[src/rtl/tmds_pkg.sv]
// Shared TMDS receive definitions: control tokens, alignment FSM states and
// the data-symbol decode function.
package tmds_pkg;

  localparam logic [9:0] TOK_C00 = 10'h354;
  localparam logic [9:0] TOK_C01 = 10'h0AB;
  localparam logic [9:0] TOK_C10 = 10'h154;
  localparam logic [9:0] TOK_C11 = 10'h2AB;

  typedef enum logic {HUNT = 1'b0, LOCKED = 1'b1} align_state_e;

  typedef struct packed {
    logic       is_tok;
    logic [1:0] c;
  } tok_info_t;

  function automatic tok_info_t tmds_classify(input logic [9:0] w);
    tok_info_t t;
    t = '0;
    case (w)
      TOK_C00: begin t.is_tok = 1'b1; t.c = 2'b00; end
      TOK_C01: begin t.is_tok = 1'b1; t.c = 2'b01; end
      TOK_C10: begin t.is_tok = 1'b1; t.c = 2'b10; end
      TOK_C11: begin t.is_tok = 1'b1; t.c = 2'b11; end
      default: t = '0;
    endcase
    return t;
  endfunction

  // bit9 undoes the DC-balance inversion, bit8 selects XOR vs XNOR chaining.
  function automatic logic [7:0] tmds_decode(input logic [9:0] w);
    logic [7:0] q;
    logic [7:0] d;
    q    = w[9] ? ~w[7:0] : w[7:0];
    d    = '0;
    d[0] = q[0];
    for (int i = 1; i < 8; i++)
      d[i] = w[8] ? (q[i] ^ q[i-1]) : ~(q[i] ^ q[i-1]);
    return d;
  endfunction

endpackage

[src/rtl/tmds_word_align.sv]
// Word alignment for a TMDS lane: 20-bit sliding window, HUNT/LOCKED FSM
// with slip and loss timers. Optional lock-loss counter: TMDS_DECODER_STATS_EN.
module tmds_word_align
  import tmds_pkg::*;
#(
  parameter int LOCK_CNT     = 8,
  parameter int SLIP_WAIT    = 64,
  parameter int LOSS_TIMEOUT = 4096
) (
  input  logic       clk_i,
  input  logic       rst_i,
  input  logic [9:0] rx_word_i,
  output logic [9:0] word_o,
  output tok_info_t  tok_o,
  output logic       lock_next_o,
  output logic       locked_o,
`ifdef TMDS_DECODER_STATS_EN
  output logic [7:0] lock_loss_cnt_o,
`endif
  output logic [3:0] bit_offset_o
);

  localparam int TCW = $clog2(LOCK_CNT + 1);
  localparam int SW  = $clog2(SLIP_WAIT + 1);
  localparam int LW  = $clog2(LOSS_TIMEOUT + 1);

  logic [9:0]   cur_q, prev_q, word_q;
  tok_info_t    tok_q;
  align_state_e state_q, state_d;
  logic [3:0]   off_q, off_d;
  logic [TCW-1:0] tok_cnt_q, tok_cnt_d;
  logic [SW-1:0]  slip_q, slip_d;
  logic [LW-1:0]  loss_q, loss_d;

  logic [19:0] buf_w;
  logic [9:0]  aligned;
  tok_info_t   tok;

  // Previous word holds the earlier bits, so it occupies the low half.
  assign buf_w   = {cur_q, prev_q};
  assign aligned = 10'(buf_w >> off_q);
  assign tok     = tmds_classify(aligned);

  always_comb begin
    state_d   = state_q;
    off_d     = off_q;
    tok_cnt_d = tok_cnt_q;
    slip_d    = slip_q;
    loss_d    = loss_q;
    unique case (state_q)
      HUNT: begin
        if (!tok.is_tok)                         tok_cnt_d = '0;
        else if (tok_cnt_q != TCW'(LOCK_CNT))    tok_cnt_d = tok_cnt_q + TCW'(1);
        if (slip_q != SW'(SLIP_WAIT))            slip_d    = slip_q + SW'(1);
        // Lock takes priority over a slip landing in the same cycle.
        if (tok.is_tok && tok_cnt_q >= TCW'(LOCK_CNT - 1)) begin
          state_d   = LOCKED;
          tok_cnt_d = '0;
          slip_d    = '0;
          loss_d    = '0;
        end else if (slip_q >= SW'(SLIP_WAIT - 1)) begin
          off_d     = (off_q >= 4'd9) ? 4'd0 : off_q + 4'd1;
          tok_cnt_d = '0;
          slip_d    = '0;
        end
      end
      LOCKED: begin
        if (tok.is_tok) begin
          loss_d = '0;
        end else if (loss_q >= LW'(LOSS_TIMEOUT - 1)) begin
          state_d   = HUNT;
          tok_cnt_d = '0;
          slip_d    = '0;
          loss_d    = '0;
        end else begin
          loss_d = loss_q + LW'(1);
        end
      end
      default: state_d = HUNT;
    endcase
  end

  always_ff @(posedge clk_i) begin
    if (rst_i) begin
      cur_q     <= '0;
      prev_q    <= '0;
      word_q    <= '0;
      tok_q     <= '0;
      state_q   <= HUNT;
      off_q     <= '0;
      tok_cnt_q <= '0;
      slip_q    <= '0;
      loss_q    <= '0;
    end else begin
      cur_q     <= rx_word_i;
      prev_q    <= cur_q;
      word_q    <= aligned;
      tok_q     <= tok;
      state_q   <= state_d;
      off_q     <= off_d;
      tok_cnt_q <= tok_cnt_d;
      slip_q    <= slip_d;
      loss_q    <= loss_d;
    end
  end

`ifdef TMDS_DECODER_STATS_EN
  logic [7:0] loss_cnt_q, loss_cnt_d;

  always_comb begin
    loss_cnt_d = loss_cnt_q;
    if (state_q == LOCKED && state_d == HUNT && loss_cnt_q != 8'hFF)
      loss_cnt_d = loss_cnt_q + 8'd1;
  end

  always_ff @(posedge clk_i) begin
    if (rst_i) loss_cnt_q <= '0;
    else       loss_cnt_q <= loss_cnt_d;
  end

  assign lock_loss_cnt_o = loss_cnt_q;
`endif

  assign word_o       = word_q;
  assign tok_o        = tok_q;
  assign lock_next_o  = (state_d == LOCKED);
  assign locked_o     = (state_q == LOCKED);
  assign bit_offset_o = off_q;

endmodule

[src/rtl/tmds_decoder.sv]
// TMDS lane decoder: aligner plus decode/output register stage (latency 2).
// Optional lock-loss counter port: TMDS_DECODER_STATS_EN.
module tmds_decoder
  import tmds_pkg::*;
#(
  parameter int LOCK_CNT     = 8,
  parameter int SLIP_WAIT    = 64,
  parameter int LOSS_TIMEOUT = 4096
) (
  input  logic       pixel_clk_i,
  input  logic       rst_i,
  input  logic [9:0] rx_word_i,
  output logic [7:0] data_o,
  output logic       de_o,
  output logic [1:0] c_o,
  output logic       locked_o,
`ifdef TMDS_DECODER_STATS_EN
  output logic [7:0] lock_loss_cnt_o,
`endif
  output logic [3:0] bit_offset_o
);

  logic [9:0] word;
  tok_info_t  tok;
  logic       lock_next;

  tmds_word_align #(
    .LOCK_CNT     (LOCK_CNT),
    .SLIP_WAIT    (SLIP_WAIT),
    .LOSS_TIMEOUT (LOSS_TIMEOUT)
  ) u_align (
    .clk_i           (pixel_clk_i),
    .rst_i           (rst_i),
    .rx_word_i       (rx_word_i),
    .word_o          (word),
    .tok_o           (tok),
    .lock_next_o     (lock_next),
    .locked_o        (locked_o),
`ifdef TMDS_DECODER_STATS_EN
    .lock_loss_cnt_o (lock_loss_cnt_o),
`endif
    .bit_offset_o    (bit_offset_o)
  );

  logic [7:0] data_q, data_d;
  logic       de_q, de_d;
  logic [1:0] c_q, c_d;

  // Gate on the FSM's next state so outputs clear on the same edge locked_o drops.
  always_comb begin
    data_d = data_q;
    de_d   = de_q;
    c_d    = c_q;
    if (!lock_next) begin
      data_d = '0;
      de_d   = 1'b0;
      c_d    = '0;
    end else if (tok.is_tok) begin
      de_d = 1'b0;
      c_d  = tok.c;
    end else begin
      de_d   = 1'b1;
      data_d = tmds_decode(word);
    end
  end

  always_ff @(posedge pixel_clk_i) begin
    if (rst_i) begin
      data_q <= '0;
      de_q   <= 1'b0;
      c_q    <= '0;
    end else begin
      data_q <= data_d;
      de_q   <= de_d;
      c_q    <= c_d;
    end
  end

  assign data_o = data_q;
  assign de_o   = de_q;
  assign c_o    = c_q;

endmodule

[config.mk]
export PLATFORM = sky130hd
export DESIGN_NAME = tmds_decoder
export DESIGN_NICKNAME = d
export VERILOG_FILES = /design/src/rtl/tmds_pkg.sv /design/src/rtl/tmds_word_align.sv /design/src/rtl/tmds_decoder.sv
export SDC_FILE = /design/constraint.sdc
export NUM_CORES = 1
export LEC_CHECK = 0
export CAP_MARGIN = 30
export CORE_UTILIZATION = 40
export DETAILED_ROUTE_END_ITERATION = 10
export PLACE_DENSITY = 0.66
export SLEW_MARGIN = 20
export SYNTH_ARGS = -nofsm -noshare
export SYNTH_HDL_FRONTEND = slang
export SYNTH_HIERARCHICAL = 1
export SYNTH_SLANG_ARGS = --single-unit
[constraint.sdc]
create_clock -name pixel_clk_i -period 3.7 [get_ports pixel_clk_i]
set_input_delay 0.74 -clock pixel_clk_i [delete_from_list [all_inputs] [get_ports pixel_clk_i]]
set_output_delay 0.74 -clock pixel_clk_i [all_outputs]
set_load 0.01 [all_outputs]
==> metrics.txt <==
outcome=finished, violations left; failing checks=DRC; largest net degree at the start of global routing=47; most common cell after layout, fill and taps aside=dfxtp_1; post-synthesis sequential area ratio=39.6%; First-pass DRT Iterations=7; Final Hold Vio Count=0; ant diodes=0; Mapped Cells=365; commonest non-fill, non-tap cells in the layout=dfxtp_1 (72), nor2_1 (30), nor2b_1 (28), clkdlybuf4s50_1 (27), nand2_1 (20); synth top area cells=dfxtp_1 (40%), mux4_2 (9.2%), nor2b_1 (4.8%), xnor3_1 (4.3%), nor2_1 (3.1%); crit path max fanout=19; Slew @ Worst Pin=0.818 ns; DIE HEIGHT=98.0 um; HP Class=flop to flop; post-place setup slack=0.180 ns; Routed wire per std cell=14.4 um; DR vias=2731; site row count=34; static leakage=1.72 nW; 1st-iter DRT viols=126; layout overhead on the synthesized area=17.6%; chip width=98.0 um; post-DR vias/cell=5.44; post-synthesis average cell area=10.1 um^2; Tcrit/Tclk final=91.5%; die area=9610 um^2; vias in the first global route=2573; crit path time final=3.38 ns; CTS hold repair buffers=0; Overall Global Routing Usage=16.0%; FF-to-FF path depth=8; Cell variety after synth=57; VDD IR max=168 uV; CTS tree=built; share of the synthesized area in the top cell type=39.6%; clk sink count=73; setup TNS=0 ns; max_cap viols=0; layout cell share with drive strength beyond 1=13.7%; Post-synth ARST share=0%; yosys synthesis warning count=6; routed wire length=7.25 mm; Post-synth EDFFs=0; Routed Antenna Nets=0; number of synthesized register bits=73; # DRC=3; critical path class=flop to flop; Post-CTS Setup Bufs=0; Post-synth top flop=dfxtp_1; Slew headroom=44.9%; first-pass GRT wire length=12.4 mm; initial antenna violation count=0; initial core utilization=41.9%; Layout Nets=409; # setup viols final=0; Worst setup EP type=flop; IO Pins=28; Data required, critical path=3.99 ns; hold depth=2; CTS root buf=clkbuf_8; unrepaired setup endpoints after global routing=no; port bufs=27; Clock Skew=0.00657 ns; Layout fillers=799; Mapped Nets=385; H-tree Lvls=3; CTS Buf Count=9; hpwl dp=5.09 mm; Mapped Area=3690 um^2; grt total ovfl=0; maximum clock rate=295 MHz; worst-case clock buffer depth=2; register clock-pin slew on the reported worst setup and hold paths=0.07 ns; Slew Viols, Final=0; placer congestion estimate=0.891; area leader, netlist=dfxtp_1; post-route setup slack=0.315 ns; Worst EP arrival=3.67 ns; CORE AREA=8810 um^2; Power per Cell Area=396 nW/um^2; clk_lat worst skew=0.35 ns; Critical Path Source Type=flop
==> layout make-up <==
cell class / count / area [um^2] / area share, %
sequential: 73 / 1460 / 33.7
multi-input combinational: 256 / 2080 / 47.9
inverter: 14 / 52.6 / 1.21
tap: 108 / 135 / 3.12
clock inverter: 7 / 143 / 3.29
clock buffer: 9 / 124 / 2.86
timing repair buffer: 35 / 343 / 7.91
==> synthesized netlist by cell type (8+ instances only) <==
cell	number
mux4_2	15
nor2_1	30
nor2b_1	28
nand2b_1	10
o211a_1	10
o21ai_0	8
nand2_1	20
inv_1	12
a21oi_1	17
clkbuf_1	9
mux2i_1	11
dfxtp_1	73
ha_1	8
==> per-layer routing <==
metal	part of all wire [%]	global-route usage [%]
met3	5.5	3.51
met4	0.99	7.34
met5	0	0
met1	49	22.0
met2	44	24.0
==> final timing paths <==
check	from	end	slack (ns)
min	u_align/tok_cnt_q[3]	u_align/tok_cnt_q[3]	0.44
max reg2reg	u_align/bit_offset_o[1]	u_align/tok_cnt_q[0]	0.32
max	u_align/bit_offset_o[1]	u_align/tok_cnt_q[0]	0.32
min reg2reg	u_align/tok_cnt_q[3]	u_align/tok_cnt_q[3]	0.44
==> worst max-delay path, cell delays in order, from the launching register on <==
cell and delay (ns):
dfxtp_1 0.45, buf_12 0.21, mux4_2 0.53, mux2_4 0.31, or3_1 0.33, a211oi_2 0.37
a2bb2oi_1 0.15, nor4_1 0.70, mux2_2 0.29
==> registers in the layout, indices dropped and copies added (netlist names) <==
name                  cells
u_align/bit_offset_o      4
u_align/locked_o          1
u_align/word_o           10
u_align/prev_q           10
u_align/tok_cnt_q         4
c_o                       2
data_o                    8
u_align/loss_q           13
de_o                      1
u_align/cur_q            10
u_align/slip_q            7
u_align/tok_o             3
==> stage by stage <==
step	hold WS, ns	area, um^2	cells	power, mW	util, %
2_1_floorplan	0.417	3690	365	0.889	-
5_1_grt	0.464	4340	502	1.78	49.2
3_5_place_dp	0.431	4060	486	0.917	46.1
4_1_cts	0.442	4320	502	1.73	49.1
6_report	0.439	4340	502	1.72	49.2
3_3_place_gp	0.429	4060	486	0.915	46.1
==> where the power goes <==
part / switching [mW] / leakage, nW / internal, mW
clock network: 0.300 / 0.133 / 0.517
logic: 0.0336 / 0.988 / 0.0475
registers: 0.0165 / 0.594 / 0.801
==> cells by family (layout without fill, tap and decap cells) <==
| family | after synthesis | after routing | share of synthesized area (%) |
|---|---|---|---|
| flops | 73 | 73 | 39.6 |
| simple gates | 132 | 132 | 19.2 |
| compound gates | 75 | 75 | 15.2 |
| mux | 32 | 32 | 14.1 |
| xor+xnor | 9 | 9 | 4.75 |
| fa+ha+maj | 8 | 8 | 2.71 |
| buf+inv | 36 | 65 | 4.41 |
==> timing repair <==
action,in CTS,in global routing
setup endpoints to repair,0,14
gates resized for setup,0,2
hold endpoints to repair,0,0
(Power assumes the default switching activity.)
==> RTL change: new RTL, config.mk and constraints unchanged <==
Build with the macro `TMDS_DECODER_STATS_EN` defined.
--- a/src/rtl/tmds_word_align.sv
+++ b/src/rtl/tmds_word_align.sv
@@ -1,5 +1,7 @@
 // Word alignment for a TMDS lane: 20-bit sliding window, HUNT/LOCKED FSM
 // with slip and loss timers. Optional lock-loss counter: TMDS_DECODER_STATS_EN.
+`define TMDS_DECODER_STATS_EN
+
 module tmds_word_align
   import tmds_pkg::*;
 #(
Behaviour (old outputs only; new: lock_loss_cnt_o): unchanged (Yosys induction, for registers that start in step).
==> RTL change against the unedited design <==
Critical endpoint is now u_align/loss_q[4]$_SDFFE_PP0P_. Worst setup slack got worse by 0.080 ns. Wire length increased by 35%. Largest power group unchanged. Sequential cell count increased by 8. Total power decreased by 3.5%. Largest cell class unchanged. Design area increased by 18%. Synthesized cell count increased by 30%. The run now ends clean. Critical path type unchanged. Synthesized area increased by 22%.
==> RTL change: results (changes against the unedited design) <==
Synth Area in Adders 2.51% (-0.20 points); met1 WL 4740 microns (+33%); Finished Layout Cells 647 (+29%); max reg flops 13 (unchanged); via count 3689 (+35%); outcome complete, no violations; sequential fraction of the synthesis area 36.2% (-3.5 points); Compound-Gate Fraction of Synth Area 16.7% (+1.4 points); xor/xnor share of the synthesized area 3.91% (-0.85 points); WL met3 449 microns (+13%); worst r2r src u_align/bit_offset_o[3]$_SDFFE_PP0P_; hold endpoint c_o[1]$_SDFFE_PP0P_; clock group share of total power 37.4% (-10 points); DR WL met2 4530 microns (+41%); share of layout cells above drive strength 1 12.6% (-1.1 points); Final Skew 0.0112 ns (+0.00461 ns); Detailed Place HPWL 6880 microns (+35%); P_sw 377 uW (+7.8%); r2r worst-path depth 9 (+1); Post-synth top cells dfxtp_1 (81), nor2_1 (31), nor2b_1 (26), nand2_1 (25), a21oi_1 (23); Pint 1280 uW (-6.4%); post-CTS setup buffers 0 (unchanged); drt first pass iters 4 (-3); routed wire length 9810 microns (+35%); share of the synthesized area in the top cell type 36.2% (-3.5 points); main area contributors after synthesis dfxtp_1 (36%), mux2i_1 (4.9%), mux4_2 (4.5%); Leak 0.00186 uW (+8.3%); GRT met1 Usage 25.2% (+3.2 points); Total GRT Usage 18.0% (+2.0 points); Period minus WS final 3.46 ns (+0.0805 ns); DRC violations left 0 (-3); Peak supply drop 0.187 mV (+11%); Fin Hold WS 0.466 ns (+0.0269 ns); I/O Buffers 35 (+30%); first-pass GRT wire length 16700 microns (+34%); Hold WC Path Type reg2reg; met2 GRT Util 27.7% (+3.7 points); layout net count 525 (+28%); mux cell area share after synthesis 12.4% (-1.7 points); number of global-route vias before repair 3458 (+34%); largest net degree at the start of global routing 49 (+4.3%); Placed Cells incl. Taps 633 (+30%); met3 usage 2.78% (-0.72 points); clk buf depth 2 (unchanged); Mapped Nets 496 (+29%); Final GP Congestion 0.878 (-1.4%); Max-slew headroom 56.5% (+12 points); pre-CTS setup slack 0.259 ns (+0.0786 ns); R2R Path End u_align/loss_q[4]$_SDFFE_PP0P_; Comb. pwr 111 uW (+37%); area post-placement 4950 sq um (+22%); worst-path fanout max 17 (-2); synth unique cells 71 (+25%); r2r setup slk 0.24 ns (-0.08 ns)
[RTL change: cell count changes after synthesis, moves of 8 or more]
| cell | unedited run | this run |
|---|---|---|
| a311oi_1 | 0 | 9 |
| clkbuf_1 | 9 | 17 |
| dfxtp_1 | 73 | 81 |
| mux2i_1 | 11 | 22 |
| nand3_1 | 7 | 20 |
| nor4_1 | 2 | 13 |
[RTL change: final cells by class]
class	count	area, sq um
multi-input cells	343	2610
well taps	140	175
clock inverters	3	42.5
clock buffers	11	141
fillers	1030	5760
inverters	19	71.3
repair buffers	50	470
flip-flops and latches	81	1620
[RTL change: critical path, stage by stage, from the launching register on]
cell,delay (ns)
dfxtp_1,0.62
buf_4,0.28
mux4_2,0.35
mux2i_4,0.23
and4_1,0.24
a21oi_2,0.05
or4_4,0.55
a21o_1,0.37
or3_1,0.44
a311oi_2,0.23
